## config.mk

```make
export PLATFORM = sky130hd
export DESIGN_NAME = seq_divider_flat
export DESIGN_NICKNAME = d
export VERILOG_FILES = /design/src/rtl/seq_divider_pkg.sv /design/src/rtl/seq_divider_if.sv /design/src/rtl/seq_divider_div_step.sv /design/src/rtl/seq_divider.sv /design/src/flat_wrapper.sv
export SDC_FILE = /design/constraint.sdc
export NUM_CORES = 1
export LEC_CHECK = 0
export ABC_AREA = 0
export BUFFER_PORTS_ARGS = -buffer_cell sky130_fd_sc_hd__buf_2
export CAP_MARGIN = 20
export CORE_MARGIN = 2
export CORE_UTILIZATION = 38
export CTS_CLUSTER_DIAMETER = 50
export DETAILED_ROUTE_END_ITERATION = 8
export PLACE_DENSITY = 0.56
export SYNTH_ARGS = -nofsm -noshare
export SYNTH_HDL_FRONTEND = slang
export SYNTH_HIERARCHICAL = 1
export SYNTH_SLANG_ARGS = --single-unit
```

## constraint.sdc

```tcl
create_clock -name clk -period 8 [get_ports clk]
set_input_delay 0.4 -clock clk [delete_from_list [all_inputs] [get_ports clk]]
set_output_delay 0.4 -clock clk [all_outputs]
set_load 0.02 [all_outputs]
```

## src/rtl/seq_divider_pkg.sv

```systemverilog
// Shared definitions for the sequential restoring divider.
package seq_divider_pkg;

  localparam int unsigned DEFAULT_WIDTH = 32;

  typedef enum logic [1:0] {
    IDLE = 2'd0,
    RUN  = 2'd1,
    DONE = 2'd2
  } state_t;

endpackage

```

## src/rtl/seq_divider_if.sv

```systemverilog
// Request/result bundle between a divider client (master) and the divider (slave).
interface seq_divider_if
  import seq_divider_pkg::*;
#(
  parameter int unsigned WIDTH = DEFAULT_WIDTH
) ();

  logic             start;
  logic [WIDTH-1:0] dividend;
  logic [WIDTH-1:0] divisor;
  logic             busy;
  logic             done;
  logic [WIDTH-1:0] quotient;
  logic [WIDTH-1:0] remainder;
  logic             div_by_zero;

  modport master (
    output start, dividend, divisor,
    input  busy, done, quotient, remainder, div_by_zero
  );

  modport slave (
    input  start, dividend, divisor,
    output busy, done, quotient, remainder, div_by_zero
  );

endinterface

```

## src/rtl/seq_divider_div_step.sv

```systemverilog
// One restoring shift-subtract step: brings in the dividend MSB, trial-subtracts the divisor.
module div_step
  import seq_divider_pkg::*;
#(
  parameter int unsigned WIDTH = DEFAULT_WIDTH
) (
  input  logic [WIDTH-1:0] rem,
  input  logic [WIDTH-1:0] dvd,
  input  logic [WIDTH-1:0] divisor,
  output logic [WIDTH-1:0] next_rem,
  output logic [WIDTH-1:0] next_dvd,
  output logic             q_bit
);

  logic [WIDTH:0]   shifted;
  logic [WIDTH+1:0] diff;

  always_comb begin
    shifted  = {rem, dvd[WIDTH-1]};
    // Extra guard bit so the borrow is visible even when shifted has its MSB set.
    diff     = {1'b0, shifted} - {2'b00, divisor};
    q_bit    = ~diff[WIDTH+1];
    next_rem = q_bit ? WIDTH'(diff) : WIDTH'(shifted);
    next_dvd = {dvd[WIDTH-2:0], q_bit};
  end

endmodule

```

## src/rtl/seq_divider.sv

```systemverilog
// Sequential unsigned restoring divider: one quotient bit per clock, MSB first.
module seq_divider
  import seq_divider_pkg::*;
#(
  parameter int unsigned WIDTH = DEFAULT_WIDTH
) (
  input  logic            clk,
  input  logic            rst,
  seq_divider_if.slave    bus
);

  localparam int unsigned CW = $clog2(WIDTH) + 1;
  localparam logic [CW-1:0] LAST = CW'(WIDTH - 1);

  state_t           state;
  logic [CW-1:0]    count;
  logic [WIDTH-1:0] rem_q;
  logic [WIDTH-1:0] dvd_q;
  logic [WIDTH-1:0] dsr_q;
  logic [WIDTH-1:0] quot_q;
  logic [WIDTH-1:0] remd_q;
  logic             dbz_q;
  logic             busy_q;
  logic             done_q;

  logic [WIDTH-1:0] step_rem;
  logic [WIDTH-1:0] step_dvd;
  logic             step_qbit;

  div_step #(.WIDTH(WIDTH)) u_step (
    .rem      (rem_q),
    .dvd      (dvd_q),
    .divisor  (dsr_q),
    .next_rem (step_rem),
    .next_dvd (step_dvd),
    .q_bit    (step_qbit)
  );

  always_ff @(posedge clk) begin
    if (rst) begin
      state  <= IDLE;
      count  <= '0;
      rem_q  <= '0;
      dvd_q  <= '0;
      dsr_q  <= '0;
      quot_q <= '0;
      remd_q <= '0;
      dbz_q  <= 1'b0;
      busy_q <= 1'b0;
      done_q <= 1'b0;
    end else begin
      case (state)
        IDLE, DONE: begin
          if (bus.start) begin
            dvd_q <= bus.dividend;
            dsr_q <= bus.divisor;
            rem_q <= '0;
            count <= '0;
            if (bus.divisor == '0) begin
              state  <= DONE;
              busy_q <= 1'b0;
              done_q <= 1'b1;
              quot_q <= '1;
              remd_q <= bus.dividend;
              dbz_q  <= 1'b1;
            end else begin
              state  <= RUN;
              busy_q <= 1'b1;
              done_q <= 1'b0;
            end
          end else begin
            state  <= IDLE;
            busy_q <= 1'b0;
            done_q <= 1'b0;
          end
        end
        RUN: begin
          // The quotient accumulates in the dividend register as its bits shift out.
          rem_q <= step_rem;
          dvd_q <= step_dvd;
          count <= count + 1'b1;
          if (count == LAST) begin
            state  <= DONE;
            busy_q <= 1'b0;
            done_q <= 1'b1;
            quot_q <= step_dvd;
            remd_q <= step_rem;
            dbz_q  <= 1'b0;
          end
        end
        default: begin
          state  <= IDLE;
          busy_q <= 1'b0;
          done_q <= 1'b0;
        end
      endcase
    end
  end

  assign bus.busy        = busy_q;
  assign bus.done        = done_q;
  assign bus.quotient    = quot_q;
  assign bus.remainder   = remd_q;
  assign bus.div_by_zero = dbz_q;

  // step_qbit is already folded into step_dvd; referenced here only to keep it observable.
  logic unused_qbit;
  assign unused_qbit = step_qbit;

endmodule

```

## src/flat_wrapper.sv

```systemverilog
// flat-port wrapper written by rule: the top's interface ports become plain ports
module seq_divider_flat import seq_divider_pkg::*;
#(
  parameter int unsigned WIDTH = DEFAULT_WIDTH
)
  (clk, rst, bus_start, bus_dividend, bus_divisor, bus_busy, bus_done, bus_quotient, bus_remainder, bus_div_by_zero);
  seq_divider_if #(.WIDTH(WIDTH)) bus_i ();
  input  logic clk;
  input  logic rst;
  input wire logic [$bits(bus_i.start)-1:0] bus_start;
  input wire logic [$bits(bus_i.dividend)-1:0] bus_dividend;
  input wire logic [$bits(bus_i.divisor)-1:0] bus_divisor;
  output wire logic [$bits(bus_i.busy)-1:0] bus_busy;
  output wire logic [$bits(bus_i.done)-1:0] bus_done;
  output wire logic [$bits(bus_i.quotient)-1:0] bus_quotient;
  output wire logic [$bits(bus_i.remainder)-1:0] bus_remainder;
  output wire logic [$bits(bus_i.div_by_zero)-1:0] bus_div_by_zero;
  assign bus_i.start = bus_start;
  assign bus_i.dividend = bus_dividend;
  assign bus_i.divisor = bus_divisor;
  assign bus_busy = bus_i.busy;
  assign bus_done = bus_i.done;
  assign bus_quotient = bus_i.quotient;
  assign bus_remainder = bus_i.remainder;
  assign bus_div_by_zero = bus_i.div_by_zero;
  seq_divider #(.WIDTH(WIDTH)) u_core (.clk(clk), .rst(rst), .bus(bus_i));
endmodule
```

* After elaboration in Yosys (flattened, before gate mapping)
Index checks and enable logic that the tools add are counted.
** Cells by class
- Muxes and demuxes :: 30
- Reduce and logical (&&, ||, !) cells :: 7
- Equal/unequal tests :: 6
- Add/subtract/negate cells :: 2
- Bitwise operators :: 1
** Operators by type and width (count)
- 2-to-1 mux 32 bit :: 9
- one-hot mux 32 bit (2 select lines) :: 4
- subtractor 33 x 32 -> 34 bit :: 1
- logical NOT 32 bit :: 1
- one-hot mux 6 bit (2 select lines) :: 1
- 2-to-1 mux 1 bit :: 8
- adder 6 x 1 -> 6 bit (second input constant) :: 1
- equality test 6 x 5 -> 1 bit (second input constant) :: 1
- 2-to-1 mux 2 bit :: 3
- 2-to-1 mux 6 bit :: 1
- one-hot mux 1 bit (2 select lines) :: 3
- inequality test 2 x 1 -> 1 bit (second input constant) :: 2
- one-hot mux 2 bit (2 select lines) :: 1
- AND reduction 2 bit :: 2
- AND reduction 4 bit :: 1
- equality test 2 x 1 -> 1 bit (second input constant) :: 1
- equality test 2 bit (second input constant) :: 1
- logical NOT 2 bit :: 1
- inequality test 2 bit (second input constant) :: 1
- nonzero test 2 bit :: 1
- OR reduction 2 bit :: 1
- NOT 1 bit :: 1
** Word-level totals
- Input port bits :: 67
- Output and inout bits :: 67
- Register bits :: 171

* Logic depth before layout (Yosys ltp)
Gate-level depths: netlist of the first run.
- Depth in word-level cells :: 4
- Depth in mapped cells :: 15
- Mapped depth without buffers :: 14

* By module
The synthesis of the first run kept the hierarchy.
** By module, submodules not included
- seq_divider :: times used 1, cells each 869, area each 7553.5 sq um
- div_step :: times used 1, cells each 405, area each 2670.1 sq um

* Worst setup path after synthesis of the first run
No wires, ideal clock.
- Kind :: register to register
- Start point :: register u_core.dvd_q[31]
- End point :: register u_core.remd_q[28], in the netlist u_core/bus.remainder[28]
- Setup time :: 139 ps
- Path slack :: 5276 ps
- Data arrival time :: 2585 ps
- Stages on the path, launching flop included :: 15
- Path through :: dfxtp_1 inv_1 ha_1 inv_1 fa_1 a21o_1 a31oi_4 o21bai_1 and3_1 o41ai_2 xor2_1 o21ai_1 and4_1 a31oi_1 o221ai_1
** Between the ends
- Longest elaborated chain between the ends :: 4
** RTL lines
- start: declaration :: RTL line seq_divider.sv:18 : logic [WIDTH-1:0] dvd_q;
- start signal: assignment :: RTL line seq_divider.sv:55 : dvd_q <= bus.dividend;
- start signal: assignment :: RTL line seq_divider.sv:80 : dvd_q <= step_dvd;
- subtractor 33 x 32 -> 34 bit :: RTL line seq_divider_div_step.sv:21 : diff = {1'b0, shifted} - {2'b00, divisor};
- 2-to-1 mux 32 bit :: RTL line seq_divider_div_step.sv:23 : next_rem = q_bit ? WIDTH'(diff) : WIDTH'(shifted);
- named net u_core.step_rem[28] :: RTL line seq_divider.sv:26 : logic [WIDTH-1:0] step_rem;
- 2-to-1 mux 32 bit :: RTL line seq_divider.sv:82 : if (count == LAST) begin
- one-hot mux 32 bit (2 select lines) :: RTL line seq_divider.sv:52 : case (state)
- end signal: assignment :: RTL line seq_divider.sv:64 : remd_q <= bus.dividend;
- end signal: assignment :: RTL line seq_divider.sv:87 : remd_q <= step_rem;
- end: declaration :: RTL line seq_divider.sv:21 : logic [WIDTH-1:0] remd_q;
The timed path passes the listed nets, and every way through them passes these cells. The select of a mux whose other input is x is not followed.
A chain may end at the register's enable or synchronous reset.

* Worst setup path after layout of the first run
- Start point :: register u_core.dsr_q[4]
- End point :: register u_core.remd_q[31], in the netlist u_core/bus.remainder[31]
** Between the ends
- Longest elaborated chain between the ends :: 4
** RTL lines
- start: declaration :: RTL line seq_divider.sv:19 : logic [WIDTH-1:0] dsr_q;
- start signal: assignment :: RTL line seq_divider.sv:56 : dsr_q <= bus.divisor;
- subtractor 33 x 32 -> 34 bit :: RTL line seq_divider_div_step.sv:21
- 2-to-1 mux 32 bit :: RTL line seq_divider_div_step.sv:23
- named net u_core.step_rem[31] :: RTL line seq_divider.sv:26
- 2-to-1 mux 32 bit :: RTL line seq_divider.sv:82
- one-hot mux 32 bit (2 select lines) :: RTL line seq_divider.sv:52
The timed path passes the listed nets, and every way through them passes these cells. The select of a mux whose other input is x is not followed.

==> impl_metrics.toml, run 1 <==
[power_and_ir_drop]
ir_worst_vdd_uv = 205.1
power.internal_mw = 2.364
power.share.sequential_pct = 22.3
combPwrFrac_pct = 59.6
p_per_area_mw_per_mm2 = 403.0
p_leak_nw = 4.596
switching_share_pct = 48.28
p_sw_mw = 2.207
clkPwrFrac_pct = 18.1

[placed_design]
dp.final_hpwl_um = 20370
dp_slack_ns = 4.171
io_buffers = 133
gp_congestion = 0.8578
dp_cells = 1618

[global_route]
grt_pass1_vias = 8770
antenna_found_initial = 0
grt_overflow = 0
grt_max_degree = 95
grt_use_total_pct = 20.97
grt_pass1_wl_um = 48240

[die]
die_w_um = 168.0
dieArea_sq_mm = 0.02823
ios = 134
start_util_pct = 38.36
core_sq_mm = 0.02665
fp.dieH_um = 168.0
num_rows = 60

[min_path]
hold_class = "primary input to flip-flop"
worstHoldPathCells = 3
hold_end = "u_core/dsr_q[5]$_SDFFE_PP0P_"
hp-start = "bus_divisor[5]"

[setup_path]
path_class = "flip-flop to flip-flop"
slowest_stage = "nor3_4"
crit-reg2reg-launch = "u_core/dsr_q[4]$_SDFFE_PP0P_"
rr_endpoint = "u_core/bus.remainder[31]$_SDFFE_PP0P_"
cp_cell_sequence = "inv_1 > ha_1 > a21oi_1 > nand2_1 > o21ai_1 > a311oi_2 > nor3_4 > buf_4 > inv_2 > and4b_1 > a211oi_2 > and4_1 > a31oi_1 > o221ai_1"
max_stage_delay_ns = 0.53
end_kind = "flip-flop"
cp.required_ns = 8.34
cp.arrival_ns = 4.17
rr_worst_depth = 14
start_kind = "flip-flop"
crit_fanout = 33
reg2reg_slack_ns = 4.16

[sta]
slew_viol_final = 0
setup_viol = 0
fin_skew_ns = 0.01065
tns_ns = 0
slew_headroom_pct = 27.85
final.min_clock_period_ns = 3.837
hold_violations = 0
rsz0062_at_grt = "no"
worst_pin_slew_ns = 1.079
setup_slack_ns = 4.163
max_freq_mhz = 260.6
hold_ws_ns = 0.2100
min_period_over_period_pct = 47.97

[logic_synthesis]
synth_area_sq_mm = 0.01022
synth_edf_count = 0
synthFlopType = "dfxtp_1"
yosysWarnings = 6
synth_top_family_by_area = "compound AO/OA/AOI/OAI gates"
muxShareOfSynthArea_pct = 0.5140
ys_async_sr_fraction_pct = 0
synth-xor-area-share_pct = 1.885
synthCells = 1274
yosys.area.top_type = "dfxtp_1"
synth_seq_cells = 170
synth_compound_area_share_pct = 27.83
synth_top_area_share_pct = 33.29
avgSynthCellArea_sq_um = 8.025
synth_fa_ha_area_share_pct = 4.234
synth_simple_gate_area_share_pct = 23.22
synth_cell_types = 74
seq_area_frac_synth_pct = 33.29
synth_nets = 1375
synth_area_leaders = "dfxtp_1, nand2_1, nor2_1"

[cts]
cts_resized = 0
cts.sinks = 170
clk_pin_slew_ns = 0.07
cts_buffers = 17
clk-insertion-delay-late_ns = 0.43
ctsHoldBuffers = 0
tritoncts = "built"
postCtsSetupRepairBufs = 0
clock-root-buffer = "clkbuf_16"
htreeDepth = 4
cts_buffer_depth = 2

[route]
first_iter_violations = 771
drt-total-wl_um = 30020
avgRoutedWirePerCell_um = 18.19
antenna_left = 0
viasPerCell = 5.694
dr.pass1.iters = 5
drc = 0
vias = 9395

[final_layout]
area_delta_synth_final_pct = 10.93
drive_above_1_share_pct = 19.02
antenna_cells = 0
layout.nets = 1397
fin_cells = 1650

[flow_run]
cap_violations = 0

[run_status]
status = "completed"
per-layer routing:
metal / GRT usage, % / vias up / share of wire (%)
met1: 30.93 / 4417 / 51
li1: - / 4654 / -
met2: 31.69 / 292 / 43
met4: 6.049 / 0 / 1.6
met5: 0 / - / 0
met3: 2.962 / 32 / 4.7
registers in the layout (all words and copies together), names as in the netlist:
register,flops
u_core/bus.remainder,32
u_core/bus.busy,1
u_core/bus.quotient,32
u_core/dvd_q,32
u_core/dsr_q,32
u_core/state,2
u_core/bus.div_by_zero,1
u_core/count,6
u_core/rem_q,32
power groups by stage:
stage	combinational [mW]	sequential (mW)	clock (mW)
after detailed placement	2.67	1.04	0
after global placement	2.68	1.04	0
after global routing	3.00	1.03	0.876
after floorplan	2.11	1.01	0
after CTS	2.69	1.02	0.842
final	2.73	1.02	0.825
critical path: cells and delay by family, from the launching register on:
| family | cells | cell delay, ns |
|---|---|---|
| and+or+nand+nor | 4 | 1.08 |
| buffers and inverters | 3 | 0.71 |
| AOI/OAI and AO/OA | 6 | 1.23 |
| DFF | 1 | 0.33 |
| adders and majority gates | 1 | 0.38 |
per-stage QoR:
stage | power, mW | instance area, sq um | util (%)
2_1_floorplan | 3.116 | 10220 | -
3_3_place_gp | 3.715 | 10730 | 40.26
3_5_place_dp | 3.708 | 10760 | 40.37
4_1_cts | 4.545 | 11340 | 42.55
5_1_grt | 4.910 | 11340 | 42.55
6_report | 4.571 | 11340 | 42.55
placed cells by master (no fill, tap or decap), types with 4 or more instances in the layout:
cell type / n
nand2_1: 184
dfxtp_1: 170
nor2_1: 160
buf_2: 132
a21oi_1: 73
inv_1: 42
o21ai_0: 39
a31oi_1: 39
o211ai_1: 36
and4_1: 35
a22oi_1: 33
o221ai_1: 33
ha_1: 33
a311oi_1: 32
or4bb_1: 32
a211oi_2: 30
clkbuf_16: 17
buf_4: 16
xnor2_1: 13
a21o_1: 12
nand3_1: 9
xor2_1: 9
a211oi_1: 8
and3_1: 7
nor3_1: 5
inv_8: 4
clkinv_4: 4
nor4_2: 4
nor4_1: 4
nand4_1: 4
o21a_1: 4
o21bai_1: 4
o31ai_1: 4
how the worst max path moves through the flow:
stage	start	to	cells past startpoint
final	u_core/dsr_q[4]$_SDFFE_PP0P_	u_core/bus.remainder[31]$_SDFFE_PP0P_	14
after global routing	u_core/dsr_q[4]$_SDFFE_PP0P_	u_core/bus.remainder[29]$_SDFFE_PP0P_	14
after CTS	u_core/dsr_q[4]$_SDFFE_PP0P_	u_core/bus.remainder[31]$_SDFFE_PP0P_	14
after detailed placement	u_core/dsr_q[4]$_SDFFE_PP0P_	u_core/bus.remainder[31]$_SDFFE_PP0P_	14
after global placement	u_core/dsr_q[26]$_SDFFE_PP0P_	u_core/bus.remainder[29]$_SDFFE_PP0P_	14
after floorplan	u_core/dvd_q[31]$_SDFFE_PP0P_	u_core/bus.remainder[28]$_SDFFE_PP0P_	14
cell type report:
| class | count | area, sq um |
|---|---|---|
| inverter | 44 | 165.2 |
| timing repair buffer | 150 | 819.5 |
| clock buffer | 18 | 429.2 |
| fill | 2758 | 15310 |
| multi-input combinational | 913 | 5943 |
| tap | 341 | 426.7 |
| sequential | 170 | 3403 |
| clock inverter | 14 | 153.9 |
Yosys cell counts, drive strengths merged, types with 7 or more instances:
cell type / count
nand2: 184
dfxtp: 170
nor2: 162
a21oi: 76
buf: 74
clkbuf: 73
inv: 44
a31oi: 42
o21ai: 42
a211oi: 38
o211ai: 36
and4: 35
a22oi: 33
a311oi: 33
ha: 33
o221ai: 33
or4bb: 32
a21o: 14
xnor2: 13
nand3: 10
xor2: 9
nor4: 8
and3: 7
nor3: 7
cell families (layout without fill, tap and decap cells):
kind of cell / Yosys count / count (layout)
muxes: 4 / 4
adders and majority gates: 34 / 34
DFF: 170 / 170
AOI/OAI and AO/OA: 381 / 381
buffers and inverters: 191 / 226
xor gates and xnor gates: 22 / 22
and+or+nand+nor: 472 / 472
Power figures use the tool's default switching activity.
==> inputs of run 2 (changes only) <==
- clock period: 8 -> 3.6 ns (I/O delays scaled with it)
==> impl_metrics.toml, run 2 (synthesized netlist as in run 1, its figures left out) <==
[sta]
final.min_clock_period_ns = 3.186
slew_viol_final = 0
fin_skew_ns = 0.01129
worst_pin_slew_ns = 0.8012
setup_viol = 0
max_freq_mhz = 313.8
hold_violations = 0
rsz0062_at_grt = "no"
min_period_over_period_pct = 88.51
tns_ns = 0
slew_headroom_pct = 46.59

[die]
fp.dieH_um = 168.0
num_rows = 60
start_util_pct = 38.36
dieArea_sq_mm = 0.02823
core_sq_mm = 0.02665
die_w_um = 168.0
ios = 134

[route]
avgRoutedWirePerCell_um = 17.68
drt-total-wl_um = 29610
drc = 0
first_iter_violations = 890
antenna_left = 0
dr.pass1.iters = 7
vias = 9357
viasPerCell = 5.586

[setup_path]
path_class = "flip-flop to flip-flop"
start_kind = "flip-flop"
crit-reg2reg-launch = "u_core/dvd_q[31]$_SDFFE_PP0P_"
crit_fanout = 5
cp.required_ns = 3.95
rr_endpoint = "u_core/bus.remainder[30]$_SDFFE_PP0P_"
end_kind = "flip-flop"
cp.arrival_ns = 3.53
reg2reg_slack_ns = 0.41
rr_worst_depth = 14

[power_and_ir_drop]
p_leak_nw = 4.704
power.share.sequential_pct = 22.4
ir_worst_vdd_uv = 657.8
clkPwrFrac_pct = 17.8
switching_share_pct = 47.49
combPwrFrac_pct = 59.8
p_per_area_mw_per_mm2 = 882.1
p_sw_mw = 4.843
power.internal_mw = 5.354

[placed_design]
dpl_cell_area_sq_mm = 0.01081
gp_congestion = 0.8777
dp.final_hpwl_um = 20720
dp_cells = 1626
io_buffers = 133

[cts]
cts_buffers = 17
clk-insertion-delay-late_ns = 0.43
clk_pin_slew_ns = 0.07
cts_buffer_depth = 2
cts.sinks = 170
tritoncts = "built"
cts_resized = 0
htreeDepth = 4
clock-root-buffer = "clkbuf_16"

[final_layout]
finalInstanceArea_sq_mm = 0.01156
final_cell_mix = "nand2_1, dfxtp_1, nor2_1"
antenna_cells = 0
drive_above_1_share_pct = 19.27
layout.nets = 1423
fin_cells = 1675
layout_commonest_cell = "nand2_1"
area_delta_synth_final_pct = 13.07

[global_route]
grt_pass1_wl_um = 48090
grt_overflow = 0
grt_use_total_pct = 20.82
grt_pass1_vias = 8672
grt_max_degree = 87
antenna_found_initial = 0

[min_path]
hold_end = "u_core/dsr_q[25]$_SDFFE_PP0P_"
hold_class = "primary input to flip-flop"
worstHoldPathCells = 3
hp-start = "bus_divisor[25]"

[run_status]
status = "completed"

[flow_run]
cap_violations = 0
==> run 2: worst max path at each step <==
stage | startpoint | end | slack, ns | cells past startpoint
floorplan | u_core/dvd_q[31]$_SDFFE_PP0P_ | u_core/bus.remainder[28]$_SDFFE_PP0P_ | 0.88 | 14
detailed placement | u_core/dvd_q[31]$_SDFFE_PP0P_ | u_core/bus.remainder[28]$_SDFFE_PP0P_ | 0.47 | 14
global route | u_core/dvd_q[31]$_SDFFE_PP0P_ | u_core/bus.remainder[30]$_SDFFE_PP0P_ | 0.22 | 14
global placement | u_core/rem_q[25]$_SDFFE_PP0P_ | u_core/bus.remainder[31]$_SDFFE_PP0P_ | 0.47 | 12
finish | u_core/dvd_q[31]$_SDFFE_PP0P_ | u_core/bus.remainder[30]$_SDFFE_PP0P_ | 0.41 | 14
CTS | u_core/dsr_q[26]$_SDFFE_PP0P_ | u_core/bus.remainder[31]$_SDFFE_PP0P_ | 0.43 | 13
==> run 2: critical path: stages, from the launching register on <==
cell	delay (ns)
dfxtp_1	0.33
inv_1	0.06
ha_1	0.17
inv_1	0.06
fa_1	0.40
a21o_1	0.25
a31oi_4	0.25
nor3_2	0.09
a31oi_2	0.31
o21a_2	0.27
o21ai_0	0.14
a221oi_2	0.33
and4_1	0.24
a31oi_1	0.04
o221ai_1	0.17
==> run 2: cell type report <==
class,instances,area [sq um]
clock inverter,14,148.9
clock buffer,17,425.4
tap,341,426.7
sequential,170,3403
timing repair buffer,176,1052
multi-input combinational,913,5938
inverter,44,165.2
fill,2759,15090
==> run 2: per-stage QoR <==
step                setup WS (ns)  total power, mW  hold WS (ns)  utilization (%)
CTS                        0.4286            10.17     0.0009992            43.38
finish                     0.4136            10.20       0.01980            43.38
detailed placement         0.4674            8.298        0.4403            40.54
floorplan                  0.8761            6.925        0.3160                -
global placement           0.4656            8.353        0.4372            40.54
global route               0.2236            10.96       0.01003            43.38
==> run 2: per-layer routing <==
layer  share of wire [%]  wire (um)  vias up  GRT usage, %
li1                    -          -     4712             -
met1                  51      15180     4365         31.44
met2                  43      12670      262         31.06
met3                 5.0       1467       18         3.573
met4                 1.0        295        0         3.932
met5                   0          0        -             0
==> run 2: power groups by stage <==
stage | combinational (mW) | sequential (mW) | clock, mW
final | 6.10 | 2.28 | 1.82
after global routing | 6.72 | 2.31 | 1.93
after CTS | 6.02 | 2.28 | 1.87
after detailed placement | 5.98 | 2.32 | 0
after global placement | 6.03 | 2.32 | 0
after floorplan | 4.69 | 2.24 | 0
==> run 2: timing repair <==
action,CTS,global route
hold buffers,18,0
endpoints found under the hold margin,18,0
setup buffers,0,0
